$ cat config.mk
export PLATFORM = sky130hd
export DESIGN_NAME = sprite_asset_loader
export DESIGN_NICKNAME = d
export VERILOG_FILES = /design/src/rtl/sprite_asset_loader.sv
export SDC_FILE = /design/constraint.sdc
export NUM_CORES = 1
export LEC_CHECK = 0
export ABC_CLOCK_PERIOD_IN_PS = 3100
export BUFFER_PORTS_ARGS = -buffer_cell sky130_fd_sc_hd__buf_2
export CAP_MARGIN = 20
export CORE_MARGIN = 2
export CORE_UTILIZATION = 34
export CTS_CLUSTER_DIAMETER = 100
export DETAILED_ROUTE_END_ITERATION = 12
export PLACE_DENSITY = 0.67
export SYNTH_ARGS = -nofsm -noshare
export SYNTH_HDL_FRONTEND = slang
export SYNTH_SLANG_ARGS = --single-unit
$ cat constraint.sdc
create_clock -name clk -period 3.1 [get_ports clk]
set_input_delay 0.31 -clock clk [delete_from_list [all_inputs] [get_ports clk]]
set_output_delay 0.31 -clock clk [all_outputs]
set_load 0.02 [all_outputs]
$ cat src/rtl/sprite_asset_loader.sv
// Streams bird, pipe-cap and ground textures from SDRAM into the sprite renderer's texture RAMs.
// Optional: define SPRITE_LOADER_CKSUM_EN to add a 16-bit running sum of emitted words on cksum.
module sprite_asset_loader #(
    parameter logic [23:0] BIRD_BASE  = 24'h000000,
    parameter int unsigned BIRD_WORDS = 5250,
    parameter logic [23:0] PIPE_BASE  = 24'h002000,
    parameter int unsigned PIPE_WORDS = 4000,
    parameter logic [23:0] BASE_BASE  = 24'h00C000,
    parameter int unsigned BASE_WORDS = 9600,
    parameter int unsigned BURST_LEN  = 256
) (
    input  logic        clk,
    input  logic        rst,
    input  logic        start,
    output logic        sdram_rd_req,
    output logic [23:0] sdram_rd_addr,
    output logic [8:0]  sdram_rd_len,
    input  logic        sdram_rd_ack,
    input  logic        sdram_rd_valid,
    input  logic [15:0] sdram_rd_data,
    output logic [15:0] load_data,
    output logic        bird_load_en,
    output logic [12:0] bird_load_addr,
    output logic        pipe_load_en,
    output logic [15:0] pipe_load_addr,
    output logic        base_load_en,
    output logic [13:0] base_load_addr,
    output logic        busy,
    output logic        done
`ifdef SPRITE_LOADER_CKSUM_EN
    ,
    output logic [15:0] cksum
`endif
);

    typedef enum logic [2:0] {IDLE, REQ, DATA, NEXT, FIN} state_t;
    typedef enum logic [1:0] {A_BIRD, A_PIPE, A_BASE} asset_t;

    localparam logic [15:0] BIRD_W  = 16'(BIRD_WORDS);
    localparam logic [15:0] PIPE_W  = 16'(PIPE_WORDS);
    localparam logic [15:0] BASE_W  = 16'(BASE_WORDS);
    localparam logic [15:0] BURST_W = 16'(BURST_LEN);

    state_t      state, state_n;
    asset_t      asset;
    logic [15:0] word_cnt;
    logic [8:0]  burst_cnt;

    logic [23:0] cur_base;
    logic [15:0] cur_words;
    logic [15:0] remaining;
    logic [8:0]  cur_len;
    logic        accept;
    logic        last_word;
    logic        asset_done;

    always_comb begin
        cur_base  = BIRD_BASE;
        cur_words = BIRD_W;
        unique case (asset)
            A_PIPE: begin
                cur_base  = PIPE_BASE;
                cur_words = PIPE_W;
            end
            A_BASE: begin
                cur_base  = BASE_BASE;
                cur_words = BASE_W;
            end
            default: ;
        endcase
        remaining  = cur_words - word_cnt;
        cur_len    = (remaining > BURST_W) ? BURST_W[8:0] : remaining[8:0];
        // Words beyond the granted burst length or outside DATA are dropped here.
        accept     = (state == DATA) && sdram_rd_valid && (burst_cnt != '0);
        last_word  = accept && (burst_cnt == 9'd1);
        asset_done = (word_cnt >= cur_words);
    end

    always_comb begin
        sdram_rd_req  = (state == REQ);
        sdram_rd_addr = '0;
        sdram_rd_len  = '0;
        if (state == REQ) begin
            sdram_rd_addr = cur_base + {8'h00, word_cnt};
            sdram_rd_len  = cur_len;
        end
    end

    always_comb begin
        state_n = state;
        unique case (state)
            IDLE: if (start) state_n = REQ;
            REQ:  if (sdram_rd_ack) state_n = DATA;
            DATA: if (last_word) state_n = NEXT;
            NEXT: state_n = (asset_done && asset == A_BASE) ? FIN : REQ;
            FIN:  state_n = IDLE;
            default: state_n = IDLE;
        endcase
    end

    always_ff @(posedge clk or posedge rst) begin
        if (rst) state <= IDLE;
        else     state <= state_n;
    end

    always_ff @(posedge clk or posedge rst) begin
        if (rst) begin
            asset          <= A_BIRD;
            word_cnt       <= '0;
            burst_cnt      <= '0;
            load_data      <= '0;
            bird_load_en   <= 1'b0;
            bird_load_addr <= '0;
            pipe_load_en   <= 1'b0;
            pipe_load_addr <= '0;
            base_load_en   <= 1'b0;
            base_load_addr <= '0;
            busy           <= 1'b0;
            done           <= 1'b0;
`ifdef SPRITE_LOADER_CKSUM_EN
            cksum          <= '0;
`endif
        end else begin
            bird_load_en <= 1'b0;
            pipe_load_en <= 1'b0;
            base_load_en <= 1'b0;
            unique case (state)
                IDLE: if (start) begin
                    asset    <= A_BIRD;
                    word_cnt <= '0;
                    done     <= 1'b0;
                    busy     <= 1'b1;
`ifdef SPRITE_LOADER_CKSUM_EN
                    cksum    <= '0;
`endif
                end
                REQ: if (sdram_rd_ack) burst_cnt <= cur_len;
                DATA: if (accept) begin
                    load_data <= sdram_rd_data;
                    unique case (asset)
                        A_PIPE: begin
                            pipe_load_en   <= 1'b1;
                            pipe_load_addr <= word_cnt;
                        end
                        A_BASE: begin
                            base_load_en   <= 1'b1;
                            base_load_addr <= word_cnt[13:0];
                        end
                        default: begin
                            bird_load_en   <= 1'b1;
                            bird_load_addr <= word_cnt[12:0];
                        end
                    endcase
                    word_cnt  <= word_cnt + 16'd1;
                    burst_cnt <= burst_cnt - 9'd1;
`ifdef SPRITE_LOADER_CKSUM_EN
                    cksum     <= cksum + sdram_rd_data;
`endif
                end
                NEXT: if (asset_done) begin
                    word_cnt <= '0;
                    unique case (asset)
                        A_BIRD:  asset <= A_PIPE;
                        A_PIPE:  asset <= A_BASE;
                        default: ;
                    endcase
                end
                FIN: begin
                    busy <= 1'b0;
                    done <= 1'b1;
                end
                default: ;
            endcase
        end
    end

endmodule

**Word level (Yosys, flattened, before mapping)**

Cells that the tools add are included.

- $add $sub $neg: 4
- Multipliers: 0
- Div/mod/pow operators: 0
- Order comparisons: 2
- Eq/ne operators: 13
- Shift-type cells: 0
- Muxes and demuxes: 34
- Bitwise gates (word level): 1
- Reductions and logical operators: 21

Operator list:

| kind | number |
|---|---|
| $mux W16 | 3 |
| $pmux W16 S3 | 1 |
| $mux W9 | 4 |
| $pmux W16 S2 | 1 |
| $pmux W14 S2 | 1 |
| $add A24 B16 Y24 | 1 |
| $mux W24 | 1 |
| $pmux W9 S2 | 1 |
| $add A16 B1 Y16 const B | 1 |
| $ge A16 B16 Y1 | 1 |
| $gt A16 B9 Y1 const B | 1 |
| $sub A16 B16 Y16 | 1 |
| $reduce_and A3 Y1 | 5 |
| $mux W3 | 4 |
| $pmux W3 S4 | 1 |
| $mux W1 | 11 |
| $eq A9 B1 Y1 const B | 1 |
| $reduce_bool A9 Y1 | 1 |
| $sub A9 B1 Y9 const B | 1 |
| $ne A2 B2 Y1 const B | 4 |
| $pmux W2 S2 | 2 |
| $reduce_and A4 Y1 | 2 |
| $eq A3 B2 Y1 const B | 2 |
| $reduce_bool A2 Y1 | 3 |
| other kinds (15) | 21 |

- Bits in registers: 94
- Bits in latches: 0
- Memory bits (writable): 0
- Bits in read-only memories: 0
- Output and inout bits: 98
- Word-level logic and storage cells: 88
- Memories: 0

**Longest topological paths before layout**

Gate-level depths: netlist of run 1.

- Word-level depth: 7
- Depth in mapped cells: 12

**Worst setup path after synthesis of run 1**

OpenSTA, ideal clock, no wires.

- Path kind: register to output
- From: reg asset[0]
- To: out sdram_rd_len[0]
- Arrival: 3,656 ps
- Path slack: -866 ps
- Cell stages (with the launch flop): 13
- Cell sequence: dfrtp_1 inv_1 ha_1 inv_1 fa_1 or4b_4 o311ai_2 a211oi_1 xor2_1 o211ai_1 or2_2 buf_6 nor4b_1

- Word-level cells in the longest chain between the ends: 6

RTL lines:

| element | RTL line | text |
|---|---|---|
| start: declaration | 45 | `asset_t asset;` |
| start signal: assignment | 108 | `asset <= A_BIRD;` |
| start signal: assignment | 129 | `asset <= A_BIRD;` |
| start signal: assignment | 163 | `A_BIRD: asset <= A_PIPE;` |
| $eq A2 B2 Y1 or $eq A2 B1 Y1 (tied branches) | 60 | `unique case (asset)` |
| $pmux W14 S2 (*) | 60 |  |
| $sub A16 B16 Y16 (*) | 71 | `remaining = cur_words - word_cnt;` |
| $gt A16 B9 Y1 (*) | 72 | `cur_len = (remaining > BURST_W) ? BURST_W[8:0] : remaining[8:0];` |
| $mux W9 (*) | 72 |  |
| $mux W9 (*) | 83 | `if (state == REQ) begin` |
| end: declaration | 17 | `output logic [8:0] sdram_rd_len,` |

Every way passes the cells marked *; elsewhere a longest branch is shown, timed or not.

**Worst setup path in the final report of run 1**

- From: reg asset[1]
- To: out sdram_rd_len[0]

Same word-level chain as after synthesis.

==> results.yml, run 1 <==
synth:
  ys_warn_count: 0
  synth-seq-area-share: 0.4539
  mappedNetlistArea_um2: 5182
  syn_inst: 578
  synth_top_flop_cell: "dfrtp_1"
  synth_edf_count: 0
  yosysUniqueCellTypes: 69
  async_flop_share: 1.000
  synth.avg_cell_area_um2: 8.966
  ys_ff_latch: 94
worst_setup_path:
  worst_ep_arrival_time_ns: 3.51
  worst_path_most_repeated_cell: "buf_4"
  cp-start-kind: "flip-flop"
  cp_cell_sequence: "inv_2 > ha_4 > inv_4 > fa_2 > or4b_4 > o311ai_4 > buf_4 > a211oi_4 > xor2_1 > o211ai_1 > or2_4 > nor4b_4 > buf_4"
  setup.worst_path.class: "flip-flop to output pin"
  critPathRequiredTime_ns: 2.79
  critPathMaxStageDelay_ns: 0.51
  critical_path.max_fanout: 7
  endpoint_kind: "output pin"
  slowest_stage: "or4b_4"
  reg2regPathDepth: 13
timing:
  tightest_slew_ns: 0.6607
  rsz0062_at_grt: "yes"
  finalHoldViolCount: 0
  hold-worst-slack_ns: 0.007732
  setup_ws_ns: -0.7151
  fin_worst_skew_ns: 0.008433
  drv_slew: 0
  clock.fmax_mhz: 262.1
  relSlewSlack: 0.5595
  final-setup-viol-count: 18
  period_share: 1.231
  period_needed_ns: 3.815
placement:
  routabilityCongestion: 0.9058
  io_buffers: 111
  hpwl_um: 11160
  pre_cts_slack_ns: -0.4174
  place_area_um2: 6605
clock_network:
  clkSlewWorstSetupHoldPaths_ns: 0.07
  tritoncts: "done"
  clkSinkCount: 94
  cts_root_buffer: "clkbuf_16"
  cts_made_buffers: 9
  cts_buffer_depth: 2
  clock_latency_ns: 0.36
  cts-htree-levels: 3
floorplanning:
  die_y_um: 127.5
  io_pins: 119
  core_area_um2: 15030
  std_cell_rows: 45
  dieWidth_um: 127.5
  initial_utilization: 0.3447
  die-area_um2: 16250
power_and_ir_drop:
  p_sw_mw: 2.465
  powerDensity_nw_per_um2: 822.8
  p_seq_frac: 0.269
  p_sw_frac: 0.4179
  ir_drop_mv: 0.3311
  p_int_mw: 3.434
  finalPower_mw: 5.899
  leakagePower_nw: 3.465
  power_frac_clock: 0.201
  pwr-share-comb: 0.530
cells_and_area:
  design_area_um2: 7169
  fin_util: 0.4769
  antennaDiodeCount: 0
  fill_cells: 1409
  final_nets: 793
  syn2layout_area_growth_pct: 38.34
  drive_gt1_frac: 0.3842
hold_path:
  hp-class: "input pin to async pin"
global_routing:
  grt_pass1_wl_um: 24140
  grt_pass1_vias: 4614
  grt_max_degree: 51
  grt-ovfl-total: 0
  track_usage: 0.1884
  antenna_found_initial: 0
drt:
  via_per_inst: 5.101
  drt_drc_violations_left: 0
  final_antenna_net_count: 0
  vias: 4836
  drtPass1Iterations: 5
  wl_per_cell_um: 16.02
  postRouteWirelength_um: 15190
  drt_iter0_markers: 422
status:
  status: "finished, violations left"
  violations: "setup timing"
run:
  cap_violations: 0
layer usage:
metal / wire, um / global-route usage
met3: 870 / 0.04690
met5: 0 / 0
met4: 413 / 0.09244
met2: 7124 / 0.2875
met1: 6780 / 0.2506
power by group through the flow:
stage          Clock [mW]  Sequential, mW  Combinational, mW
2_1_floorplan           0            1.76               1.64
3_3_place_gp            0            1.59               2.80
3_5_place_dp            0            1.60               2.81
4_1_cts              1.21            1.58               2.95
5_1_grt              1.26            1.61               3.38
6_report             1.19            1.59               3.13
what timing repair did:
item / CTS / global route
setup buffers: 7 / 2
endpoints found under the setup margin: 25 / 35
hold buffers: 0 / 0
resized for setup: 15 / 36
hold endpoints to repair: 0 / 0
pin swaps: 5 / 5
state kept, by name, summed over array words and instances, names as in the netlist, 2 cells and up:
name,count
pipe_load_addr,16
burst_cnt,9
bird_load_addr,13
word_cnt,16
asset,2
state,3
load_data,16
base_load_addr,14
per-stage QoR:
step | setup TNS, ns | instances
floorplan | -2.201 | 584
detailed placement | -5.267 | 924
CTS | -7.037 | 947
global route | -9.658 | 948
global placement | -4.163 | 924
finish | -7.107 | 948
final timing paths:
check,from,end,slack (ns)
max,asset[1],sdram_rd_len[0],-0.72
min,rst,base_load_en,0.008
max reg2reg,asset[1],burst_cnt[2],-0.18
min reg2reg,load_data[7],load_data[7],0.47
max in group asynchronous,rst,burst_cnt[6],2.42
min in group clk,sdram_rd_data[4],load_data[4],0.14
cell type report:
| cell class | instances | area [um2] | share of cell area |
|---|---|---|---|
| multi-input cells | 420 | 2870 | 0.4003 |
| clock buffers | 11 | 252.7 | 0.03525 |
| repair buffers | 196 | 1262 | 0.1761 |
| inverters | 34 | 132.6 | 0.01850 |
| clock inverters | 5 | 63.81 | 0.008901 |
| well taps | 188 | 235.2 | 0.03281 |
| flip-flops and latches | 94 | 2352 | 0.3281 |
kinds of logic after synthesis:
| kind of cell | after synthesis | share of synthesized area |
|---|---|---|
| AOI/OAI and AO/OA | 131 | 0.1651 |
| xor gates and xnor gates | 13 | 0.02559 |
| adders and majority gates | 17 | 0.04394 |
| buffers and inverters | 70 | 0.05770 |
| DFF | 94 | 0.4539 |
| muxes | 19 | 0.04056 |
| other | 1 | 0.0007236 |
| and+or+nand+nor | 233 | 0.2125 |
synthesized netlist by cell type, types with 3 or more instances:
| cell type | instances | share of area |
|---|---|---|
| a31oi_1 | 13 | 0.016 |
| or3b_2 | 3 | 0.0051 |
| and2_1 | 3 | 0.0036 |
| nand3_1 | 6 | 0.0058 |
| nor2_1 | 37 | 0.027 |
| dfrtp_1 | 94 | 0.45 |
| o21ai_0 | 64 | 0.062 |
| mux2i_1 | 3 | 0.0058 |
| nand2b_1 | 5 | 0.0060 |
| or2_2 | 3 | 0.0036 |
| a21oi_1 | 16 | 0.015 |
| buf_4 | 7 | 0.010 |
| nand2_1 | 113 | 0.082 |
| a211oi_1 | 3 | 0.0043 |
| nor4_1 | 4 | 0.0048 |
| or3_1 | 10 | 0.012 |
| o211ai_1 | 3 | 0.0043 |
| clkbuf_1 | 24 | 0.017 |
| nand4_1 | 4 | 0.0048 |
| ha_1 | 15 | 0.036 |
| a41oi_1 | 3 | 0.0051 |
| inv_1 | 33 | 0.024 |
| xor2_1 | 6 | 0.010 |
| or4_1 | 6 | 0.0087 |
| mux2_2 | 16 | 0.035 |
| xnor2_1 | 6 | 0.010 |
| nor3_1 | 24 | 0.023 |
placed cells by master, fill, tap and decap left out, types with 4 or more instances in the layout:
cell and count:
a31oi_1 13, nor4_4 5, xnor2_1 5, mux2_2 15, buf_4 85, inv_1 29
nand4_1 4, nor3_1 24, nand2b_1 4, dfrtp_1 94, buf_2 102, xor2_1 5
clkbuf_16 9, nor2_4 5, nand3_1 6, a21oi_1 14, or3_1 10, nand2_1 113
buf_6 7, o21ai_0 55, o21ai_2 7, conb_1 7, nor2_1 32, ha_1 11
worst max-delay path, delay by kind of cell, from the launching register on:
family	cells	cell delay (ns)
buffers and inverters	4	0.52
xor gates and xnor gates	1	0.16
AOI/OAI and AO/OA	3	0.54
DFF	1	0.39
and+or+nand+nor	3	1.13
adders and majority gates	2	0.42
(Power assumes the default switching activity.)
==> run 2: changes to the inputs <==
Settings changed: CTS_BUF_LIST from default to sky130_fd_sc_hd__clkbuf_16, RECOVER_POWER from default to 25, TNS_END_PERCENT from default to 5.
==> results.yml, run 2 (synthesis gave the netlist of run 1 again) <==
floorplanning:
  dieWidth_um: 127.5
  initial_utilization: 0.3447
  io_pins: 119
  die_y_um: 127.5
  std_cell_rows: 45
  core_area_um2: 15030
  die-area_um2: 16250
worst_setup_path:
  worst_path_most_repeated_cell: "buf_6"
  reg2regPathDepth: 14
  cp_top_family: "simple AND/OR/NAND/NOR gates"
  r2r_setup_slack_ns: -0.16
  critical_path.max_fanout: 5
  r2r_end: "burst_cnt[2]"
  cp-start-kind: "flip-flop"
  slowest_stage: "or4b_4"
  setup.worst_path.class: "flip-flop to output pin"
  endpoint_kind: "output pin"
  critPathMaxStageDelay_ns: 0.52
  worstReg2RegStart: "asset[1]"
  worst-path-buf-inv: 4
  cp_cell_sequence: "inv_2 > ha_4 > inv_4 > fa_2 > or4b_4 > o311ai_4 > nand4_1 > mux2i_2 > o32ai_4 > buf_6 > nor4_4 > and2_4 > nor2_4 > buf_6"
  worst_ep_arrival_time_ns: 3.43
  critPathRequiredTime_ns: 2.79
  cp-startpoint: "asset[1]"
cells_and_area:
  final_common_cell: "nand2_1"
  antennaDiodeCount: 0
  syn2layout_area_growth_pct: 34.11
  top_regs: "load_data x16, pipe_load_addr x16, word_cnt x16"
  design_area_um2: 6950
  most-common-layout-cells: "113 x nand2_1, 102 x buf_2, 94 x dfrtp_1, 78 x buf_4, 57 x o21ai_0"
  final_nets: 785
  drive_gt1_frac: 0.3497
timing:
  period_needed_ns: 3.736
  final-setup-viol-count: 18
  setup_ws_ns: -0.6362
  rsz0062_at_grt: "yes"
  finalHoldViolCount: 0
  fin_worst_skew_ns: 0.006861
  drv_slew: 49
  clock.fmax_mhz: 267.7
  relSlewSlack: -0.4446
  tightest_slew_ns: 2.155
  period_share: 1.205
clock_network:
  tritoncts: "done"
  clkSlewWorstSetupHoldPaths_ns: 0.07
  cts_made_buffers: 9
  cts-htree-levels: 3
  clock_latency_ns: 0.35
  clkSinkCount: 94
  cts_root_buffer: "clkbuf_16"
  cts_buffer_depth: 2
  postCtsHoldBufs: 0
global_routing:
  antenna_found_initial: 0
  grt_pass1_vias: 4641
  track_usage: 0.1875
  grt_pass1_wl_um: 24020
  grt-ovfl-total: 0
  grt_max_degree: 49
power_and_ir_drop:
  ir_drop_mv: 0.3411
  powerDensity_nw_per_um2: 805.3
  leakagePower_nw: 3.373
drt:
  drtPass1Iterations: 5
  postRouteWirelength_um: 15070
  final_antenna_net_count: 0
  drt_drc_violations_left: 0
  via_per_inst: 5.150
  wl_per_cell_um: 16.03
  drt_iter0_markers: 243
  vias: 4841
status:
  status: "finished, violations left"
  violations: "capacitance limit, slew limit, setup timing"
placement:
  io_buffers: 111
  place_area_um2: 6595
  routabilityCongestion: 0.8682
  hpwl_um: 11130
  pre_cts_slack_ns: -0.4556
hold_path:
  hold_path_depth: 3
  hp-class: "input pin to flip-flop"
  min_to: "load_data[5]"
  min_from: "sdram_rd_data[5]"
run:
  cap_violations: 1
==> run 2: cell count changes in the layout (fill, tap and decap cells not counted), sizes merged <==
cell	before	now
buf	196	187
inv	36	35
clkinv	2	5
clkinvlp	0	1
bufinv	1	0
clkbuf	11	10
==> run 2: area by class of cell <==
type / count / area (um2)
Timing Repair Buffer: 188 / 1197
Clock buffer: 9 / 225.2
Fill cell: 1458 / 8083
Clock inverter: 7 / 50.05
Sequential cell: 94 / 2352
Tap cell: 188 / 235.2
Multi-Input combinational cell: 420 / 2759
Inverter: 34 / 131.4
==> run 2: how the worst max path moves through the flow <==
stage                            to  cells past startpoint
floorplan           sdram_rd_len[2]                     11
global placement    sdram_rd_len[2]                     12
detailed placement  sdram_rd_len[2]                     12
CTS                 sdram_rd_len[8]                     14
global route        sdram_rd_len[8]                     14
finish              sdram_rd_len[8]                     14
==> run 2: repair_timing <==
action	4_1_cts	5_1_grt
gates resized for setup	26	2
cloned	0	0
setup endpoints to repair	26	31
pin swaps	12	0
endpoints found under the hold margin	0	0
buffers inserted	3	0
==> run 2: worst reg2reg max path: stages (launching register included) <==
cell,delay (ns)
dfrtp_1,0.39
inv_2,0.08
ha_4,0.21
inv_4,0.07
fa_2,0.20
or4b_4,0.52
o311ai_4,0.30
nand4_1,0.18
mux2i_2,0.23
o32ai_4,0.16
buf_6,0.16
nor4_4,0.21
buf_4,0.18
nand3_4,0.11
o22ai_1,0.18
==> run 2: through the flow <==
stage / setup TNS [ns] / cells / total power [mW] / hold slack (ns) / util
6_report: -5.992 / 940 / 5.597 / 0.1423 / 0.4623
5_1_grt: -9.711 / 940 / 5.924 / 0.1393 / 0.4623
4_1_cts: -5.877 / 940 / 5.610 / 0.06226 / 0.4632
3_3_place_gp: -4.186 / 921 / 4.432 / 0.4398 / 0.4387
3_5_place_dp: -5.469 / 921 / 4.461 / 0.4362 / 0.4387
2_1_floorplan: -2.875 / 584 / 3.358 / 0.4154 / -
==> run 2: where the power goes <==
group	switching, mW	internal [mW]
clock network	0.506	0.548
logic	1.74	1.22
registers	0.138	1.44
==> run 2: per-layer routing <==
metal  GRT usage  share of wire  up-vias
met5           0              0        -
met4     0.08339          0.029        0
met3     0.02973          0.043       30
met2      0.3105           0.49      124
met1      0.2429           0.44     2354
li1            -              -     2333
